$ cat src/rtl/ram_port_arbiter.sv
// ram_port_arbiter
//   Shares a single-port word RAM (1-cycle read latency) between instruction
//   fetch (port 0, read-only) and load/store (port 1, read/write). At most one
//   RAM access is issued per cycle. Read data returns one cycle after grant.
//
//   Optional build macro: ARB_ROUND_ROBIN_EN
//     undefined : fixed priority (port 1 wins ties) with a starvation guard
//                 that force-grants port 0 after STARVE_MAX lost cycles.
//     defined   : ties go to the port not granted last.
//
//   Ports
//     clk, rst               clock (rising edge), async active-high reset
//     m0_req/addr            port 0 read request (held until granted)
//     m0_gnt                 port 0 grant (combinational)
//     m0_rvalid/rdata        port 0 read response
//     m1_req/addr/we/wdata   port 1 request; we==0 means read
//     m1_gnt                 port 1 grant (combinational)
//     m1_rvalid/rdata        port 1 read response (never for writes)
//     ram_addr/read/write/din  RAM drive
//     ram_dout               RAM read data
module ram_port_arbiter #(
  parameter int ADDR_W     = 16,
  parameter int DATA_W     = 32,
  parameter int STARVE_MAX = 4
) (
  input  logic                clk,
  input  logic                rst,
  input  logic                m0_req,
  input  logic [ADDR_W-1:0]   m0_addr,
  output logic                m0_gnt,
  output logic                m0_rvalid,
  output logic [DATA_W-1:0]   m0_rdata,
  input  logic                m1_req,
  input  logic [ADDR_W-1:0]   m1_addr,
  input  logic [DATA_W/8-1:0] m1_we,
  input  logic [DATA_W-1:0]   m1_wdata,
  output logic                m1_gnt,
  output logic                m1_rvalid,
  output logic [DATA_W-1:0]   m1_rdata,
  output logic [ADDR_W-1:0]   ram_addr,
  output logic                ram_read,
  output logic [DATA_W/8-1:0] ram_write,
  output logic [DATA_W-1:0]   ram_din,
  input  logic [DATA_W-1:0]   ram_dout
);
  localparam int BE_W = DATA_W / 8;

  // pick0: on a tie, port 0 wins
  logic pick0;

`ifdef ARB_ROUND_ROBIN_EN
  // 1 = port 1 was granted last, so port 0 takes the first tie after reset
  logic last_gnt;

  assign pick0 = last_gnt;

  always_ff @(posedge clk or posedge rst) begin
    if (rst)         last_gnt <= 1'b1;
    else if (m0_gnt) last_gnt <= 1'b0;
    else if (m1_gnt) last_gnt <= 1'b1;
  end
`else
  localparam int CNT_W = $clog2(STARVE_MAX + 1);
  logic [CNT_W-1:0] wait_cnt;

  assign pick0 = (wait_cnt == CNT_W'(STARVE_MAX));

  // counts consecutive cycles port 0 waits while requesting; saturates
  always_ff @(posedge clk or posedge rst) begin
    if (rst) wait_cnt <= '0;
    else if (m0_req && !m0_gnt) begin
      if (wait_cnt != CNT_W'(STARVE_MAX)) wait_cnt <= wait_cnt + CNT_W'(1);
    end else wait_cnt <= '0;
  end
`endif

  // grants are masked during reset so nothing reaches the RAM
  assign m0_gnt = !rst && m0_req && (!m1_req || pick0);
  assign m1_gnt = !rst && m1_req && !m0_gnt;

  logic m1_is_wr;
  logic rd_gnt;
  assign m1_is_wr = (m1_we != '0);
  assign rd_gnt   = m0_gnt || (m1_gnt && !m1_is_wr);

  always_comb begin
    ram_addr  = '0;
    ram_read  = 1'b0;
    ram_write = '0;
    ram_din   = '0;
    if (m0_gnt) begin
      ram_addr = m0_addr;
      ram_read = 1'b1;
    end else if (m1_gnt) begin
      ram_addr = m1_addr;
      if (m1_is_wr) begin
        ram_write = m1_we;
        ram_din   = m1_wdata;
      end else begin
        ram_read = 1'b1;
      end
    end
  end

  // single-entry response tag: RAM data arrives the cycle after the grant
  logic tag_vld;
  logic tag_port;

  always_ff @(posedge clk or posedge rst) begin
    if (rst) begin
      tag_vld  <= 1'b0;
      tag_port <= 1'b0;
    end else begin
      tag_vld  <= rd_gnt;
      tag_port <= m1_gnt;
    end
  end

  assign m0_rvalid = tag_vld && !tag_port;
  assign m1_rvalid = tag_vld &&  tag_port;

  // rdata is ram_dout while valid; otherwise the last delivered word is held
  logic [DATA_W-1:0] hold0, hold1;

  always_ff @(posedge clk or posedge rst) begin
    if (rst) begin
      hold0 <= '0;
      hold1 <= '0;
    end else begin
      if (m0_rvalid) hold0 <= ram_dout;
      if (m1_rvalid) hold1 <= ram_dout;
    end
  end

  assign m0_rdata = m0_rvalid ? ram_dout : hold0;
  assign m1_rdata = m1_rvalid ? ram_dout : hold1;

  logic unused_be;
  assign unused_be = ^BE_W;
endmodule

$ cat config.mk
export PLATFORM = sky130hd
export DESIGN_NAME = ram_port_arbiter
export DESIGN_NICKNAME = d
export VERILOG_FILES = /design/src/rtl/ram_port_arbiter.sv
export SDC_FILE = /design/constraint.sdc
export NUM_CORES = 1
export LEC_CHECK = 0
export CAP_MARGIN = 20
export CORE_ASPECT_RATIO = 1.5
export CORE_UTILIZATION = 36
export DETAILED_ROUTE_END_ITERATION = 16
export PLACE_DENSITY = 0.83
export SLEW_MARGIN = 10
export SYNTH_ARGS = -nofsm -noshare
export SYNTH_HDL_FRONTEND = slang
export SYNTH_SLANG_ARGS = --single-unit
$ cat constraint.sdc
create_clock -name clk -period 8.2 [get_ports clk]
set_input_delay 1.64 -clock clk [delete_from_list [all_inputs] [get_ports clk]]
set_output_delay 1.64 -clock clk [all_outputs]
set_load 0.05 [all_outputs]
==> results.md, run 1 <==
* Status: finished, final reports clean
* Sw Pwr at 599.3 uW
* Clock buffer depth at 2
* Starting DRT DRC Count at 111
* Initial antenna violation count at 0
* Crit path max fanout at 16
* Setup_tns at 0 ns
* Fin util at 68.68%
* Clock power frac at 26.1%
* Critical path's largest stage delay at 0.82 ns
* IO Pins at 225
* Mapped Nets at 331
* Skew-Pair Late Insertion Delay at 0.33 ns
* Post-DP HPWL at 7050 um
* Met2 wire len at 4955 um
* WL met1 at 3391 um
* Hold Violations, Final at 0
* Critical Path AT at 4.02 ns
* Final WL at 9383 um
* Pwr per Cell Area at 267.5 nW/um2
* Switch share at 38.78%
* Commonest non-fill, non-tap cell in the layout: clkdlybuf4s50_1
* Gate power share at 45.5%
* Buf/Inv on CP at 3
* RR Endpoint: tag_vld$_DFF_PP0_
* Req. time, crit path at 6.56 ns
* Crit. path cell count at 6
* Largest net degree at the start of global routing at 72
* Area share of the largest cell type after synthesis at 55.27%
* Critical R2R Launch: wait_cnt[0]$_DFFE_PP0P_
* Die Area at 9063 um2
* DR WL/cell at 16.70 um
* Top FF cell, synth: dfrtp_1
* GR Overflow Total at 0
* Hold_ws at 0.4919 ns
* CP startpoint: rst
* Mapped cell area at 3124 um2
* Reg2Reg Depth at 5
* Nets at 556
* Tot GR Track Use at 21.35%
* Placed Area at 5461 um2
* Asr flop ratio synth at 100.0%
* Slew headroom at 34.32%
* CORE AREA at 8413 um2
* Htree depth at 3
* Critical path class: primary input to output pin
* Worst slew pin tran at 0.9831 ns
* Synth Area per Inst at 13.89 um2
* Fmax at 176.6 MHz
* Rows at 41
* Flops & latches, synth at 69
* Final setup violation count at 0
* Slowest cell on the critical path: clkdlybuf4s50_1
* Met3 WL at 703 um
* Syn Inst Count at 225
* Largest area contributor in the netlist: dfrtp_1
* Pint at 946.2 uW
* Layout area overhead at 84.94%
* Worst setup path end: ram_addr[4]
* Max Cap Violations at 0
* GPL Wtd Cong at 0.8723
* Hold Path Stages at 1
* DR vias at 2704
* Worst setup SP type: primary input
* Diodes inserted at 0
* Post-synth EDFFs at 0
* Worst ir drop on vdd at 132.8 uV
* Die X at 78.07 um
* Clk slew on worst S/H paths at 0.05 ns
* Clock Skews at 0.004547 ns
* Minimum clock period at 5.663 ns
* Starting Density at 37.14%
* Crit-path cells: clkdlybuf4s50_1 > nand2b_1 > a31oi_1 > buf_4 > a22o_2 > clkdlybuf4s50_1
* First-pass GRT wire length at 14700 um
* FF-to-FF setup slack at 6.37 ns
* CTS tree: built
* Worst setup EP type: output pin
* Fin crit share at 69.06%
* Yosys warnings at 0
* Most frequent CP cell: clkdlybuf4s50_1
* Number of clock sinks seen by CTS at 69
* Slew Limit Fails at 0
* Most frequent cells in the layout: clkdlybuf4s50_1, dfrtp_1, mux2_2
* Clk root buf: clkbuf_16
* Post-DR vias/cell at 4.811
* Setup repair bufs after CTS at 0
* Leak at 0.002374 uW
* DRC violations left at 0
* Worst hold path class: flop to flop
* # fillers at 625
* Die height at 116.1 um
* Port bufs at 224
* RSZ-0062 raised after global routing: false
* Largest cells by area after synthesis: dfrtp_1, mux2_2, and2_2, a22o_2, buf_2
* Antenna viol nets, final at 0
* Sequential share of the synthesized area at 55.27%
* CP delay by family, top: buffers and inverters
* # hold bufs at CTS at 0
* Reg power frac at 28.3%
* Post-synth cell types at 23
* Highest metal used: met4
* Finished Cell Area at 5778 um2
* Pre-antenna DRT Iters at 4
* Cts repair resizes at 0
* Share of layout cells above drive strength 1 at 30.11%
* Vias in the first global route at 2919
* Total CTS buffers at 9
==> per-stage QoR <==
stage          worst slack [ns]  total power [uW]  cells
2_1_floorplan             2.917             897.7    225
3_3_place_gp              2.604              1136    546
6_report                  2.537              1545    562
3_5_place_dp              2.531              1149    546
5_1_grt                   2.410              1605    562
4_1_cts                   2.522              1562    562
==> sequential cells by signal, summed over array words and instances, names as in the netlist <==
signal    cells
wait_cnt      3
hold1        32
tag_port      1
hold0        32
tag_vld       1
==> worst reg2reg max path: stages (launching register included) <==
cell     delay, ns
dfrtp_1       0.39
inv_1         0.08
ha_1          0.26
nand2_1       0.17
a21oi_2       0.62
a31o_2        0.24
==> worst min path at each step <==
stage / from / endpoint / slack (ns)
after CTS: hold1[23]$_DFF_PP0_ / hold1[23]$_DFF_PP0_ / 0.49
after floorplan: wait_cnt[2]$_DFFE_PP0P_ / wait_cnt[2]$_DFFE_PP0P_ / 0.50
after global placement: hold1[8]$_DFF_PP0_ / hold1[8]$_DFF_PP0_ / 0.48
after detailed placement: hold1[23]$_DFF_PP0_ / hold1[23]$_DFF_PP0_ / 0.48
final: hold1[29]$_DFF_PP0_ / hold1[29]$_DFF_PP0_ / 0.49
after global routing: hold1[27]$_DFF_PP0_ / hold1[27]$_DFF_PP0_ / 0.51
==> area by class of cell <==
class                   count  area [um2]  share of cell area (%)
repair buffers            228        2272                   39.32
flip-flops and latches     69        1727                   29.88
multi-input cells         138        1314                   22.74
clock buffers              10       229.0                   3.963
well taps                 107       133.9                   2.317
clock inverters             6       87.58                   1.516
inverters                   4       15.01                  0.2599
==> routing by layer <==
metal,up-vias,GRT usage [%]
met2,148,37.13
met5,-,0
li1,1240,-
met3,22,6.719
met1,1294,23.35
met4,0,10.99
==> cell usage after synthesis (all sizes together), types with 2 or more instances <==
library cell and count:
dfrtp 69, ha 2, a21oi 2, nand3 2, inv 4, and2 36
mux2 65, o32ai 2, clkbuf 4, a22o 16, nand2 4, nand2b 2
buf 10
==> power groups by stage <==
| stage | logic (uW) | clock network (uW) | registers [uW] |
|---|---|---|---|
| finish | 704 | 404 | 437 |
| CTS | 709 | 414 | 439 |
| global placement | 698 | 0 | 438 |
| global route | 732 | 427 | 446 |
| detailed placement | 705 | 0 | 444 |
| floorplan | 462 | 0 | 436 |
==> cell families (layout without fill, tap and decap cells) <==
kind of cell | count (synthesis) | count (layout) | synth area share [%]
adder cells (fa/ha/maj) | 2 | 2 | 0.8008
AO/OA/AOI/OAI | 24 | 24 | 7.369
flip-flops | 69 | 69 | 55.27
AND/OR/NAND/NOR | 47 | 47 | 10.21
multiplexers | 65 | 65 | 23.43
buffers and inverters | 18 | 248 | 2.923
(Power assumes the default switching activity.)
==> run 2: changes to the inputs <==
--- a/config.mk
+++ b/config.mk
@@ -7,9 +7,9 @@
 export LEC_CHECK = 0
 export CAP_MARGIN = 20
 export CORE_ASPECT_RATIO = 1.5
-export CORE_UTILIZATION = 36
+export CORE_UTILIZATION = 31
 export DETAILED_ROUTE_END_ITERATION = 16
-export PLACE_DENSITY = 0.83
+export PLACE_DENSITY = 0.76
 export SLEW_MARGIN = 10
 export SYNTH_ARGS = -nofsm -noshare
 export SYNTH_HDL_FRONTEND = slang
==> constraint.sdc (replaced) <==
create_clock -name clk -period 4.77 [get_ports clk]
set_input_delay 0.954 -clock clk [delete_from_list [all_inputs] [get_ports clk]]
set_output_delay 0.954 -clock clk [all_outputs]
set_load 0.05 [all_outputs]
==> run 2 against run 1 <==
Against the previous run:
- the run now ends with DRC left
- clock skew up 0.0024 ns
- first-iteration DRC count decreased by 29%
- clock power grew 61%
- via count is 0.85% lower
- setup slack lost 1.7 ns
- design area is 9.4% higher
- combinational power up 80%
- sequential share of layout area is 2.6 points lower
- die area grew 16%
- global-route usage shrank 2.1 points
- utilization shrank 3.8 points
- critical path depth is the same
- largest cell class unchanged
==> results.md, run 2 (synthesized netlist as in run 1, its figures left out) <==
* Critical path class: primary input to output pin
* Worst setup EP type: output pin
* Clock Skews at 0.006911 ns
* Pwr per Cell Area at 422.0 nW/um2
* Antenna viol nets, final at 0
* # hold bufs at CTS at 0
* Final setup violation count at 0
* # fillers at 746
* Port bufs at 224
* Req. time, crit path at 3.82 ns
* Finished Cell Area at 6321 um2
* Final WL at 9897 um
* DR WL/cell at 17.33 um
* Share of layout cells above drive strength 1 at 42.11%
* Layout area overhead at 102.3%
* Max Cap Violations at 0
* Post-DP HPWL at 7945 um
* Largest net degree at the start of global routing at 72
* DRC violations left at 17
* Slew Limit Fails at 0
* Clock buffer depth at 2
* Starting DRT DRC Count at 79
* CORE AREA at 9744 um2
* Fmax at 254.7 MHz
* Cts repair resizes at 0
* Fin crit share at 82.30%
* Commonest non-fill, non-tap cell in the layout: clkdlybuf4s50_1
* Placed Area at 6022 um2
* Nets at 557
* Clk slew on worst S/H paths at 0.06 ns
* GPL Wtd Cong at 0.8088
* Biggest regs: hold0 (32), hold1 (32), wait_cnt (3)
* Critical Path AT at 2.97 ns
* Initial antenna violation count at 0
* Leak at 0.002637 uW
* Vias in the first global route at 2977
* CTS tree: built
* Hold Violations, Final at 0
* Total CTS buffers at 9
* First-pass GRT wire length at 15480 um
* Post-DR vias/cell at 4.695
* Skew-Pair Late Insertion Delay at 0.32 ns
* FF-to-FF setup slack at 2.96 ns
* Htree depth at 3
* Setup_tns at 0 ns
* Slew headroom at 33.16%
* RSZ-0062 raised after global routing: false
* DR vias at 2681
* Worst hold path class: flop to flop
* IO Pins at 225
* Pre-antenna DRT Iters at 11
* Number of clock sinks seen by CTS at 69
* Setup repair bufs after CTS at 0
* Crit path max fanout at 18
* GR Overflow Total at 0
* Status: finished with violations
* Most frequent cells in the layout: clkdlybuf4s50_1, dfrtp_1, mux2_2
* Die height at 125.0 um
* Starting Density at 32.06%
* Die Area at 10490 um2
* Tot GR Track Use at 19.29%
* Worst ir drop on vdd at 201.9 uV
* Die X at 83.97 um
* Minimum clock period at 3.926 ns
* Diodes inserted at 0
* Clk root buf: clkbuf_16
* Rows at 44
* Failing checks: DRC
* Hold Path Stages at 1
* Reg2Reg Depth at 2
* Worst setup SP type: primary input
* Worst slew pin tran at 1.000 ns
==> run 2: layout make-up <==
cell class | count | area [um2] | area share (%)
timing repair buffer | 229 | 2823 | 44.66
tap | 115 | 143.9 | 2.276
multi-input combinational | 138 | 1314 | 20.78
clock inverter | 7 | 73.82 | 1.168
sequential | 69 | 1727 | 27.32
inverter | 4 | 15.01 | 0.2375
clock buffer | 9 | 225.2 | 3.563
==> run 2: final timing paths <==
kind | from | end
max reg2reg | tag_port$_DFF_PP0_ | hold0[1]$_DFF_PP0_
min | hold1[25]$_DFF_PP0_ | hold1[25]$_DFF_PP0_
min in group asynchronous | rst | tag_vld$_DFF_PP0_
max in group asynchronous | rst | hold1[7]$_DFF_PP0_
max | m0_req | ram_read
min reg2reg | hold1[25]$_DFF_PP0_ | hold1[25]$_DFF_PP0_
==> run 2: per-layer routing <==
layer | GRT usage (%) | share of wire, % | vias up | wire, um
met5 | 0 | 0 | - | 0
met4 | 9.128 | 2.9 | 0 | 283
met3 | 5.545 | 7.8 | 21 | 775
met2 | 35.73 | 55 | 148 | 5424
met1 | 19.63 | 34 | 1267 | 3413
li1 | - | - | 1245 | -
==> run 2: report_power, final <==
part	internal [uW]	switching, uW
Sequential	718	31.9
Clock	406	244
Combinational	497	771
==> run 2: worst max-delay path, cell delays in order <==
cell	delay, ns
clkdlybuf4s50_1	0.61
nand2b_1	0.10
a21oi_2	0.10
buf_4	0.23
a31o_2	0.14
clkdlybuf4s50_1	0.82
==> run 2: stage by stage <==
step	power [uW]	setup WS [ns]	hold slack (ns)	utilization [%]	cells
floorplan	1543	0.8586	0.4982	-	225
global placement	2017	0.8356	0.4773	61.80	555
detailed placement	2037	0.7973	0.4832	61.80	555
CTS	2700	0.7829	0.4983	64.87	571
global route	2772	0.6947	0.5054	64.87	571
finish	2667	0.8442	0.4942	64.87	571
